$ cat config.mk
export PLATFORM = sky130hd
export DESIGN_NAME = lz77_token_sequencer
export DESIGN_NICKNAME = d
export VERILOG_FILES = /design/src/rtl/lz77_pkg.sv /design/src/rtl/lz77_tok_fifo.sv /design/src/rtl/lz77_token_sequencer.sv
export SDC_FILE = /design/constraint.sdc
export NUM_CORES = 1
export LEC_CHECK = 0
export CAP_MARGIN = 20
export CORE_AREA = 2 2 106 108
export DETAILED_ROUTE_END_ITERATION = 10
export DIE_AREA = 0 0 108 110
export HOLD_SLACK_MARGIN = 0.06
export PLACE_DENSITY = 0.5
export SYNTH_ARGS = -nofsm -noshare
export SYNTH_HDL_FRONTEND = slang
export SYNTH_SLANG_ARGS = --single-unit
$ cat constraint.sdc
create_clock -name clk -period 3.5 [get_ports clk]
set_input_delay 0.875 -clock clk [delete_from_list [all_inputs] [get_ports clk]]
set_output_delay 0.875 -clock clk [all_outputs]
set_load 0.005 [all_outputs]
$ cat src/rtl/lz77_pkg.sv
// Shared types and default widths for the LZ77 token sequencer.
package lz77_pkg;

   localparam int POS_W      = 4;
   localparam int LEN_W      = 3;
   localparam int CHAR_W     = 8;
   localparam int FIFO_DEPTH = 4;
   localparam logic [CHAR_W-1:0] END_CHAR = 8'h24;  // '$'

   // One decode token: copy (pos, len) followed by a literal character.
   typedef struct packed {
      logic [POS_W-1:0]  pos;
      logic [LEN_W-1:0]  len;
      logic [CHAR_W-1:0] ch;
   } lz77_tok_t;

   typedef enum logic [1:0] {
      ST_IDLE,
      ST_RUN,
      ST_DRAIN,
      ST_DONE
   } lz77_seq_state_e;

endpackage

$ cat src/rtl/lz77_tok_fifo.sv
// Small synchronous token FIFO with full/empty flags and a combinational
// head. The head reads as all-zero while the FIFO is empty.
module lz77_tok_fifo
   import lz77_pkg::*;
#(
   parameter int DEPTH = 4
) (
   input  logic      clk,
   input  logic      reset,
   input  logic      push,
   input  logic      pop,
   input  lz77_tok_t wr_tok,
   output lz77_tok_t head,
   output logic      full,
   output logic      empty
);

   localparam int AW = $clog2(DEPTH);

   lz77_tok_t       mem_q [DEPTH];
   lz77_tok_t       mem_d [DEPTH];
   logic [AW:0]     wr_ptr_q, wr_ptr_d;
   logic [AW:0]     rd_ptr_q, rd_ptr_d;

   // Pointers carry one wrap bit so full and empty are distinguishable.
   assign empty = (wr_ptr_q == rd_ptr_q);
   assign full  = (wr_ptr_q[AW] != rd_ptr_q[AW]) &&
                  (wr_ptr_q[AW-1:0] == rd_ptr_q[AW-1:0]);
   assign head  = empty ? '0 : mem_q[rd_ptr_q[AW-1:0]];

   // Next-state for storage and pointers; overflow/underflow are ignored.
   always_comb begin
      mem_d    = mem_q;
      wr_ptr_d = wr_ptr_q;
      rd_ptr_d = rd_ptr_q;
      if (push && !full) begin
         mem_d[wr_ptr_q[AW-1:0]] = wr_tok;
         wr_ptr_d = wr_ptr_q + 1'b1;
      end
      if (pop && !empty)
         rd_ptr_d = rd_ptr_q + 1'b1;
   end

   // State registers; reset flushes the FIFO.
   always_ff @(posedge clk or posedge reset) begin
      if (reset) begin
         wr_ptr_q <= '0;
         rd_ptr_q <= '0;
         for (int i = 0; i < DEPTH; i++) mem_q[i] <= '0;
      end else begin
         wr_ptr_q <= wr_ptr_d;
         rd_ptr_q <= rd_ptr_d;
         mem_q    <= mem_d;
      end
   end

endmodule

$ cat src/rtl/lz77_token_sequencer.sv
// Token-level controller for the LZ77 decode core: buffers tokens, enables
// the core for len+1 cycles per token, qualifies its output and stops after
// the terminating '$' literal.
// Optional: define LZ77_SEQ_STATS_EN for saturating token/char counters.
module lz77_token_sequencer
   import lz77_pkg::*;
#(
   parameter int                POS_W      = lz77_pkg::POS_W,
   parameter int                LEN_W      = lz77_pkg::LEN_W,
   parameter int                CHAR_W     = lz77_pkg::CHAR_W,
   parameter int                FIFO_DEPTH = lz77_pkg::FIFO_DEPTH,
   parameter logic [CHAR_W-1:0] END_CHAR   = lz77_pkg::END_CHAR
) (
   input  logic              clk,
   input  logic              reset,
   input  logic              tok_valid,
   output logic              tok_ready,
   input  logic [POS_W-1:0]  tok_pos,
   input  logic [LEN_W-1:0]  tok_len,
   input  logic [CHAR_W-1:0] tok_char,
   output logic              dec_en,
   output logic [POS_W-1:0]  dec_pos,
   output logic [LEN_W-1:0]  dec_len,
   output logic [CHAR_W-1:0] dec_char,
   input  logic [CHAR_W-1:0] dec_char_nxt,
   output logic              out_valid,
   output logic [CHAR_W-1:0] out_char,
   output logic              done
`ifdef LZ77_SEQ_STATS_EN
   ,
   output logic [15:0]       stat_tokens,
   output logic [15:0]       stat_chars
`endif
);

   lz77_seq_state_e   state_q, state_d;
   logic [LEN_W-1:0]  cnt_q, cnt_d;
   logic              out_valid_q, out_valid_d;
   logic              done_q, done_d;

   lz77_tok_t         wr_tok, head;
   logic              full, empty, push, pop, last;

   assign wr_tok = '{pos: tok_pos, len: tok_len, ch: tok_char};

   lz77_tok_fifo #(.DEPTH(FIFO_DEPTH)) u_fifo (
      .clk    (clk),
      .reset  (reset),
      .push   (push),
      .pop    (pop),
      .wr_tok (wr_tok),
      .head   (head),
      .full   (full),
      .empty  (empty)
   );

   assign tok_ready = !full && (state_q == ST_IDLE || state_q == ST_RUN);
   assign push      = tok_valid && tok_ready;
   assign dec_en    = (state_q == ST_RUN) && !empty;
   // Literal cycle of the head token: it retires here and nowhere else,
   // so the FIFO cannot run dry in the middle of a copy.
   assign last      = dec_en && (cnt_q == head.len);
   assign pop       = last;

   assign dec_pos   = head.pos;
   assign dec_len   = head.len;
   assign dec_char  = head.ch;
   assign out_valid = out_valid_q;
   assign out_char  = dec_char_nxt;
   assign done      = done_q;

   // Next-state: FSM, per-token counter, output strobe, sticky done.
   always_comb begin
      state_d     = state_q;
      cnt_d       = cnt_q;
      out_valid_d = dec_en;
      done_d      = done_q || (state_q == ST_DRAIN);
      case (state_q)
         ST_IDLE:  if (push) state_d = ST_RUN;
         ST_RUN:   if (last && head.ch == END_CHAR) state_d = ST_DRAIN;
         ST_DRAIN: state_d = ST_DONE;
         ST_DONE:  state_d = ST_DONE;
         default:  state_d = ST_IDLE;
      endcase
      if (last)        cnt_d = '0;
      else if (dec_en) cnt_d = cnt_q + 1'b1;
   end

   // Control registers.
   always_ff @(posedge clk or posedge reset) begin
      if (reset) begin
         state_q     <= ST_IDLE;
         cnt_q       <= '0;
         out_valid_q <= 1'b0;
         done_q      <= 1'b0;
      end else begin
         state_q     <= state_d;
         cnt_q       <= cnt_d;
         out_valid_q <= out_valid_d;
         done_q      <= done_d;
      end
   end

`ifdef LZ77_SEQ_STATS_EN
   logic [15:0] stat_tokens_q, stat_tokens_d;
   logic [15:0] stat_chars_q,  stat_chars_d;

   assign stat_tokens = stat_tokens_q;
   assign stat_chars  = stat_chars_q;

   // Saturating counters of retired tokens and emitted characters.
   always_comb begin
      stat_tokens_d = stat_tokens_q;
      stat_chars_d  = stat_chars_q;
      if (pop && stat_tokens_q != 16'hFFFF)        stat_tokens_d = stat_tokens_q + 16'd1;
      if (out_valid_q && stat_chars_q != 16'hFFFF) stat_chars_d  = stat_chars_q + 16'd1;
   end

   // Statistics registers.
   always_ff @(posedge clk or posedge reset) begin
      if (reset) begin
         stat_tokens_q <= '0;
         stat_chars_q  <= '0;
      end else begin
         stat_tokens_q <= stat_tokens_d;
         stat_chars_q  <= stat_chars_d;
      end
   end
`endif

endmodule

# Yosys cells after proc, flatten, opt, wreduce, memory -nomap -nowiden
# Index checks and enable logic that the tools add are counted.
[classes]
n_eq_ne = 10
multipliers = 0
n_reduce_logical = 17
n_shift = 0
n_mux = 12
magnitude_cmp = 3
addsub = 3
bitwise_logic = 2
div = 0
[ops]
columns = ["cell", "count"]
rows = [
  ["$bwmux W60", 1],
  ["$mux W15", 4],
  ["$bmux W15 S2", 1],
  ["$demux W15 S2", 1],
  ["$add A3 B1 Y3 const B", 3],
  ["$logic_and A1 B1 Y1", 9],
  ["$eq A8 B6 Y1 const B", 1],
  ["$eq A3 B3 Y1", 2],
  ["$ge A3 B3 Y1 const B", 2],
  ["$mux W3", 2],
  ["$not A2 Y3", 2],
  ["$pmux W2 S3", 1],
  ["$eq A2 B2 Y1 const B", 2],
  ["$mux W2", 2],
  ["$ne A2 B1 Y1 const B", 2],
  ["$lt A3 B1 Y1 const B", 1],
  ["$eq A2 B1 Y1 const B", 1],
  ["$eq A2 B2 Y1", 1],
  ["$logic_not A1 Y1", 2],
  ["$logic_not A2 Y1", 1],
  ["$logic_or A1 B1 Y1", 2],
  ["$reduce_and A2 Y1", 1],
  ["$reduce_bool A2 Y1", 1],
  ["$reduce_or A2 Y1", 1],
  ["$ne A1 B1 Y1", 1],
]
[word_totals]
wordCells = 65
mem_bits_rw = 0
register_bits = 73
inputBits = 26
latchBits = 0
rom_bits = 0
memories = 0

# Depth between registers and ports, before layout
# Gate-level depths: netlist of the first run.
[depth]
ltp_word = 10
ltp_mapped = 7
depth_no_buf = 5

# Cells and area by module
# Synthesis of the first run repeated with hierarchy kept, for this count alone.
[hier_totals]
hier_cells = 249
area_unflattened_um2 = 3818.7
[modules_own_cells]
columns = ["mod", "cells_per_inst", "area_each_um2", "n_inst"]
rows = [
  ["lz77_tok_fifo", 202, 3360.7, 1],
  ["lz77_token_sequencer", 47, 457.9, 1],
]

# Least setup slack after synthesis of the first run
# OpenSTA, ideal clock, no wires.
[synth_path]
path_type = "register -> output"
startpoint = "register u_fifo.rd_ptr_q[1]"
endpoint = "output dec_pos[3]"
path_slack_ns = 1.111
arrival_ns = 1.514
stages_incl_launch_ff = 5
cell_sequence = "dfrtp_1 buf_4 buf_1 mux4_2 nor2b_1"
[synth_between]
elab_chain_len = 5
[synth_rtl]
columns = ["item", "line", "source"]
rows = [
  ["start: declaration", "lz77_tok_fifo.sv:23", "logic [AW:0] rd_ptr_q, rd_ptr_d;"],
  ["start signal: assignment", "lz77_tok_fifo.sv:52", "rd_ptr_q <= rd_ptr_d;"],
  ["$not A2 Y3 (implied by the code)", "lz77_tok_fifo.sv:29", "assign head = empty ? '0 : mem_q[rd_ptr_q[AW-1:0]];"],
  ["$bmux W15 S2", "lz77_tok_fifo.sv:29", ""],
  ["$mux W15 (implied by the code) (2 in a row)", "lz77_tok_fifo.sv:29", ""],
  ["$mux W15 (*)", "lz77_tok_fifo.sv:29", ""],
  ["end: declaration", "lz77_token_sequencer.sv:22", "output logic [POS_W-1:0] dec_pos,"],
]
# Mark *: on every way between the ends. The rest lies on a longest branch, timed or not. The select of a mux whose other input is x is not followed.

# Worst setup path in the final report of the first run
[layout_path]
startpoint = "register u_fifo.rd_ptr_q[0]"
endpoint = "output dec_char[1]"
[layout_between]
elab_chain_len = 5
[layout_rtl]
columns = ["item", "line", "source"]
rows = [
  ["$not A2 Y3 (implied by the code)", "lz77_tok_fifo.sv:29", ""],
  ["$bmux W15 S2", "lz77_tok_fifo.sv:29", ""],
  ["$mux W15 (implied by the code) (2 in a row)", "lz77_tok_fifo.sv:29", ""],
  ["$mux W15 (*)", "lz77_tok_fifo.sv:29", ""],
  ["end: declaration", "lz77_token_sequencer.sv:24", "output logic [CHAR_W-1:0] dec_char,"],
]
# Marks and branches as above.

==> results.md, run 1 <==
* Clock latency on the worst-skew pair at 0.34 ns
* DRC violations left at 0
* Final instance area at 4290 sq um
* Cts bufs inserted at 9
* EDFF count, synth at 0
* Core Region at 10700 sq um
* Placed insts at 398
* P_sw at roughly 1.6 mW
* Worst-margin pin slew at 0.594 ns
* GR peak layer: met2
* Met1 Use GR at 0.175
* DRT Wirelength at 7.28 mm
* Sequential share of power at 0.323
* Main flop type after synthesis: dfrtp_1
* CTS clock-pin slew for the worst setup and hold paths at 0.08 ns
* Setup Viol. Count Final at 0
* Reg2reg setup slack at approximately 1.1 ns
* DRT antenna net count at 0
* Initial Util at 0.342
* Min-delay src: done$_DFF_PP0_
* Max_slew headroom at 0.604
* Power per Cell Area at between 1000 and 1500 nW/um^2
* Hold EP: done$_DFF_PP0_
* Post-synth design cell area at about 3700 sq um
* Final Util at 0.401
* Status: finished, final reports clean
* Hold_buf cts at 0
* Unique masters post-synth at 34
* Overall power at 4.74 mW
* Register-to-Register Path Depth at 6
* Syn. warnings at 0
* Tcrit/Tclk final at 0.889
* Final Hold Fails at 0
* Clock sink count at 73
* Die X at roughly 110 um
* Vias in the first global route at 2108
* Worst hold path depth at 1
* Maximum vdd drop at 0.398 mV
* Via/cell ratio at about 4.7
* Met2 Usage GRT at 0.219
* Die H at roughly 110 um
* Num rows at 38
* NumNets Final at about 300
* Highest clock rate at 321 MHz
* Post-synthesis sequential area ratio at 0.500
* # resized after CTS at 0
* Worst-path fanout max at 12
* Top post-synthesis cells by area: dfrtp_1, mux2_4, mux4_2, mux2_2, nor2b_1
* DP HPWL at 4.62 mm
* Max-slew violation count at 0
* DRT iter0 DRCs at 33
* Pre-CTS setup slack at 0.391 ns
* RD Place Congestion at between 0.6 and 0.7
* Yosys reg bits at 73
* Startpoint types: register
* GRT Total Usage at 0.135
* Via count at 1945
* Initial antenna violation count at 0
* ANT cells at 0
* Hold slack at 0.467 ns
* Worst setup EP type: output pin
* IO Pins at 53
* WP data arrival at 2.24 ns
* Area leader, netlist: dfrtp_1
* CTS H-tree depth at 3
* Final non-filler cell total at 414
* Reg area at around 1800 sq um
* CTS tree: yes
* Setup slack after layout at 0.389 ns
* Hold WC Path Type: register to register
* Routed WL per cell at 17.6 um
* Port bufs at 36
* Worst flop-to-flop path endpoint: u_fifo.rd_ptr_q[1]$_DFFE_PP0P_
* GR Overflow Total at 0
* Final TNS setup at 0 ns
* Number of max-cap violations at 0
* Mapped Cells at around 230
* Placement Cell Area at 4100 sq um
* First-pass GRT wire length at 11.8 mm
* Fraction of registers with async set/reset at 1.00
* CTS Root Cell: clkbuf_8
* Share of the synthesized area in the top cell type at 0.500
* Leak pwr at ~2 nW
* Syn_nets at 266
* Synth-to-Final Area Change at 17.3%
* CP required at 2.62 ns
* Most frequent cells in the layout: dfrtp_1, mux2_4, clkdlybuf4s50_1, mux2_2, mux4_2
* RR Startpoint: u_fifo.rd_ptr_q[1]$_DFFE_PP0P_
* DIE AREA at about 12000 sq um
* Drt first pass iters at 4
* Internal power at approximately 3.2 mW
* Comb power frac at 0.547
* Setup bufs post-CTS at 0
* Sw Ratio at 0.335
* Crit path kind: register to output pin
* RSZ-0062 raised after global routing: no
* Clock power share at 0.130
* Area of the multi-input gates at 1670 sq um
* Avg Inst Size Synth at 15.6 sq um
* Most common library cell in the layout ignoring fill and taps: dfrtp_1
* Min cycle time layout at between 3 and 4 ns
* Worst Skew at around 0.0065 ns
* Largest net degree at the start of global routing at 28
* Fillers at 1015
* CTS max path bufs at 2
* Share of post-route cells with drive strength above 1 at 0.394
* Met3 usage at 0.0435
logic make-up (layout without fill, tap and decap cells):
kind of cell / after synthesis / count (layout) / share of synthesized area
flops: 73 / 73 / 0.500
mux: 77 / 77 / 0.323
simple gates: 34 / 34 / 0.0634
fa+ha+maj: 6 / 6 / 0.0205
xor+xnor: 12 / 12 / 0.0329
compound gates: 8 / 8 / 0.0154
buf+inv: 24 / 64 / 0.0445
power by group through the flow:
| stage | Clock, mW | Sequential (mW) | Combinational (mW) |
|---|---|---|---|
| final | 0.616 | 1.53 | 2.59 |
| after global routing | 0.674 | 1.59 | 2.83 |
| after CTS | 0.637 | 1.53 | 2.62 |
| after detailed placement | 0 | 1.53 | 2.62 |
| after global placement | 0 | 1.54 | 2.59 |
| after floorplan | 0 | 1.46 | 1.81 |
how the worst max path moves through the flow:
stage	startpoint	to	slack (ns)
2_1_floorplan	reset	cnt_q[0]$_DFFE_PP0P_	0.77
3_3_place_gp	u_fifo.wr_ptr_q[1]$_DFFE_PP0P_	dec_char[5]	0.44
3_5_place_dp	u_fifo.wr_ptr_q[1]$_DFFE_PP0P_	dec_pos[3]	0.39
4_1_cts	u_fifo.wr_ptr_q[1]$_DFFE_PP0P_	dec_pos[3]	0.005
5_1_grt	u_fifo.rd_ptr_q[0]$_DFFE_PP0P_	dec_char[1]	0.24
6_report	u_fifo.rd_ptr_q[0]$_DFFE_PP0P_	dec_char[1]	0.39
synthesized netlist by cell type, types with 2 or more instances:
library cell,count
dfrtp_1,73
mux2_4,39
mux2_2,22
mux4_2,15
nor2b_1,13
buf_4,9
inv_1,7
ha_1,6
xnor2_1,6
buf_6,5
nand2_4,4
xor2_1,4
nand2_1,3
nor2_1,3
nor3_1,3
nand3_1,2
o21ai_0,2
xor2_2,2
sequential cells by signal, indices dropped and copies added (netlist names):
signal           count
cnt_q                3
u_fifo.mem_q        60
done                 1
state_q              2
u_fifo.wr_ptr_q      3
u_fifo.rd_ptr_q      3
out_valid            1
cell type report:
class,instances,area share
timing repair buffer,42,0.0954
clock inverter,3,0.00350
multi-input combinational,137,0.389
clock buffer,12,0.0385
sequential,73,0.426
tap,140,0.0409
inverter,7,0.00613
per-layer routing:
metal  vias up  part of all wire
met5         -                 0
met4         0            0.0081
met3         4             0.034
met2        35              0.49
met1      1010              0.47
li1        896                 -
critical path, cell delays in order (launching register included):
cell,delay [ns]
dfrtp_1,0.41
buf_4,0.29
mux4_2,0.56
nor2b_1,0.16
clkdlybuf4s50_1,0.47
Power figures use the tool's default switching activity.
==> run 2: changes to the inputs <==
--- a/config.mk
+++ b/config.mk
@@ -6,9 +6,9 @@
 export NUM_CORES = 1
 export LEC_CHECK = 0
 export CAP_MARGIN = 20
-export CORE_AREA = 2 2 106 108
+export CORE_AREA = 2 2 101 113
 export DETAILED_ROUTE_END_ITERATION = 10
-export DIE_AREA = 0 0 108 110
+export DIE_AREA = 0 0 103 115
 export HOLD_SLACK_MARGIN = 0.06
 export PLACE_DENSITY = 0.5
 export SYNTH_ARGS = -nofsm -noshare
==> run 2 against run 1 <==
Against the previous run:
- first-iteration DRC count is 67% higher
- sequential share of layout area is 1.1 points lower
- critical path depth stayed put
- final cell count is 1.4% higher
- non-clock buffer count is 2 lower
- maximum frequency is 0.79% lower
- sequential cell count stayed put
- wire length is 0.14% higher
- clock skew is 0.0020 ns lower
- die area is 0.29% lower
- utilization is 1.0 points higher
- critical path type unchanged
- largest power group unchanged
==> results.md, run 2 (synthesized netlist as in run 1, its figures left out) <==
* NumNets Final at 300 (was 302)
* Worst-path fanout max at 13 (was 12)
* Worst flop-to-flop path endpoint: u_fifo.rd_ptr_q[1]$_DFFE_PP0P_ (unchanged)
* GR Overflow Total at 0 (unchanged)
* Vias in the first global route at 2114 (was 2108)
* Worst setup EP type: output pin (unchanged)
* RD Place Congestion at 0.684 (was 0.677)
* CP required at 2.62 ns (about the same)
* Min cycle time layout at 3.14 ns (was 3.11 ns)
* Worst Skew at 0.00446 ns (was 0.00649 ns)
* Min-delay src: done$_DFF_PP0_ (unchanged)
* CTS tree: yes (unchanged)
* Final Util at 0.411 (was 0.401)
* First-pass GRT wire length at 12.0 mm (was 11.8 mm)
* Final non-filler cell total at 420 (was 414)
* DRT iter0 DRCs at 55 (was 33)
* Hold slack at 0.459 ns (was 0.467 ns)
* DIE AREA at 11800 sq um (was 11900 sq um)
* Core Region at 10700 sq um (about the same)
* Worst hold path depth at 1 (unchanged)
* Worst-margin pin slew at 0.706 ns (was 0.594 ns)
* Slowest-stage cell, CP: nor3_4 (was mux4_2)
* RR Startpoint: u_fifo.rd_ptr_q[1]$_DFFE_PP0P_ (unchanged)
* Share of post-route cells with drive strength above 1 at 0.388 (was 0.394)
* Number of max-cap violations at 0 (unchanged)
* Top delay family on crit path: simple AND/OR/NAND/NOR gates (was buffers and inverters)
* CTS H-tree depth at 3 (unchanged)
* Hold EP: done$_DFF_PP0_ (unchanged)
* Initial Util at 0.341 (was 0.342)
* Startpoint types: register (unchanged)
* Drt first pass iters at 2 (was 4)
* Synth-to-Final Area Change at 20.5% (was 17.3%)
* Highest clock rate at 319 MHz (was 321 MHz)
* ANT cells at 0 (unchanged)
* Most frequent cells in the layout: dfrtp_1, mux2_4, clkdlybuf4s50_1, mux2_2, mux4_2 (unchanged)
* Hold_buf cts at 0 (unchanged)
* Status: finished, final reports clean (unchanged)
* Power per Cell Area at 1140 nW/um^2 (was 1110 nW/um^2)
* Port bufs at 36 (unchanged)
* Fillers at 1041 (was 1015)
* Hold WC Path Type: register to register (unchanged)
* Tcrit/Tclk final at 0.896 (was 0.889)
* Most common library cell in the layout ignoring fill and taps: dfrtp_1 (unchanged)
* CTS clock-pin slew for the worst setup and hold paths at 0.06 ns (was 0.08 ns)
* Final Hold Fails at 0 (unchanged)
* DRT Wirelength at 7.29 mm (was 7.28 mm)
* DRT antenna net count at 0 (unchanged)
* CTS Root Cell: clkbuf_16 (was clkbuf_8)
* Placed insts at 404 (was 398)
* Crit path kind: register to output pin (unchanged)
* Die H at 115 um (was 110 um)
* Die X at 103 um (was 108 um)
* Overall power at 5.02 mW (was 4.74 mW)
* Num rows at 40 (was 38)
* WP data arrival at 2.26 ns (was 2.24 ns)
* Number of flip-flops in the largest register at 60 (unchanged)
* Initial antenna violation count at 0 (unchanged)
* Final TNS setup at 0 ns (unchanged)
* Clock sink count at 73 (unchanged)
* Via/cell ratio at 4.56 (was 4.70)
* Most flops, register: u_fifo.mem_q (unchanged)
* Clock latency on the worst-skew pair at 0.33 ns (was 0.34 ns)
* Maximum vdd drop at 0.406 mV (was 0.398 mV)
* Routed WL per cell at 17.4 um (was 17.6 um)
* RSZ-0062 raised after global routing: no (unchanged)
* GRT Total Usage at 0.138 (was 0.135)
* Cts bufs inserted at 9 (unchanged)
* IO Pins at 53 (unchanged)
* Crit-path max cell delay at 0.65 ns (was 0.56 ns)
* Via count at 1914 (was 1945)
* CP Buf/Inv Count at 1 (was 2)
* Reg area at 1830 sq um (unchanged)
* Leak pwr at 2.00 nW (was 1.95 nW)
* Area of the multi-input gates at 1680 sq um (was 1670 sq um)
* Largest net degree at the start of global routing at 74 (was 28)
* Reg2reg setup slack at 1.11 ns (about the same)
* Crit path cell chain: xor2_1 > nor3_4 > nor2b_1 > clkdlybuf4s50_1 (was buf_4 > mux4_2 > nor2b_1 > clkdlybuf4s50_1)
* Register-to-Register Path Depth at 6 (unchanged)
* Max_slew headroom at 0.528 (was 0.604)
* DP HPWL at 4.67 mm (was 4.62 mm)
* CTS max path bufs at 2 (unchanged)
* Max-slew violation count at 0 (unchanged)
* Setup Viol. Count Final at 0 (unchanged)
* DRC violations left at 0 (unchanged)
## run 2: cell count changes in the layout (fill, tap and decap cells not counted), sizes merged
cell | previous run | this run
clkinv | 3 | 5
clkbuf | 12 | 10
buf | 6 | 4
bufinv | 0 | 1
## run 2: worst max-delay path by stage
stage | slack (ns) | start | depth (start not counted) | to
3_5_place_dp | 0.36 | u_fifo.wr_ptr_q[1]$_DFFE_PP0P_ | 4 | dec_char[1]
3_3_place_gp | 0.40 | u_fifo.wr_ptr_q[1]$_DFFE_PP0P_ | 4 | dec_char[1]
5_1_grt | 0.23 | u_fifo.wr_ptr_q[2]$_DFFE_PP0P_ | 4 | dec_char[4]
4_1_cts | 0.32 | u_fifo.wr_ptr_q[2]$_DFFE_PP0P_ | 4 | dec_char[1]
6_report | 0.36 | u_fifo.wr_ptr_q[2]$_DFFE_PP0P_ | 4 | dec_char[1]
2_1_floorplan | 0.77 | reset | 1 | cnt_q[0]$_DFFE_PP0P_
## run 2: layer usage
metal	global-route usage	up-vias	part of all wire
met4	0.0561	0	0.018
met5	0	-	0
li1	-	893	-
met3	0.0371	9	0.029
met2	0.214	26	0.49
met1	0.185	986	0.46
## run 2: timing repair
action,4_1_cts,5_1_grt
setup endpoints to repair,2,0
resized for setup,1,0
setup buffers,0,0
## run 2: metrics by stage
step / area (sq um) / setup slack, ns
6_report: 4400 / 0.365
5_1_grt: 4400 / 0.231
4_1_cts: 4400 / 0.317
3_5_place_dp: 4110 / 0.365
3_3_place_gp: 4110 / 0.396
2_1_floorplan: 3650 / 0.772
## run 2: worst register-to-register path, stage by stage (launching register included)
cell,delay (ns)
dfrtp_1,0.40
buf_4,0.31
mux4_2,0.58
xnor2_1,0.15
nand3_1,0.16
nor2_1,0.30
mux2_2,0.37
## run 2: cell type report
| class | count | area share |
|---|---|---|
| Tap cell | 147 | 0.0418 |
| Multi-Input combinational cell | 137 | 0.381 |
| Sequential cell | 73 | 0.415 |
| Clock inverter | 6 | 0.0134 |
| Clock buffer | 10 | 0.0520 |
| Inverter | 7 | 0.00597 |
| Timing Repair Buffer | 40 | 0.0915 |
## run 2: where the power goes
| part | leakage [nW] | switching (mW) | internal [mW] |
|---|---|---|---|
| clock | 0.146 | 0.348 | 0.548 |
| sequential | 0.865 | 0.264 | 1.28 |
| combinational | 0.985 | 1.02 | 1.56 |
| total | 2.00 | 1.63 | 3.38 |
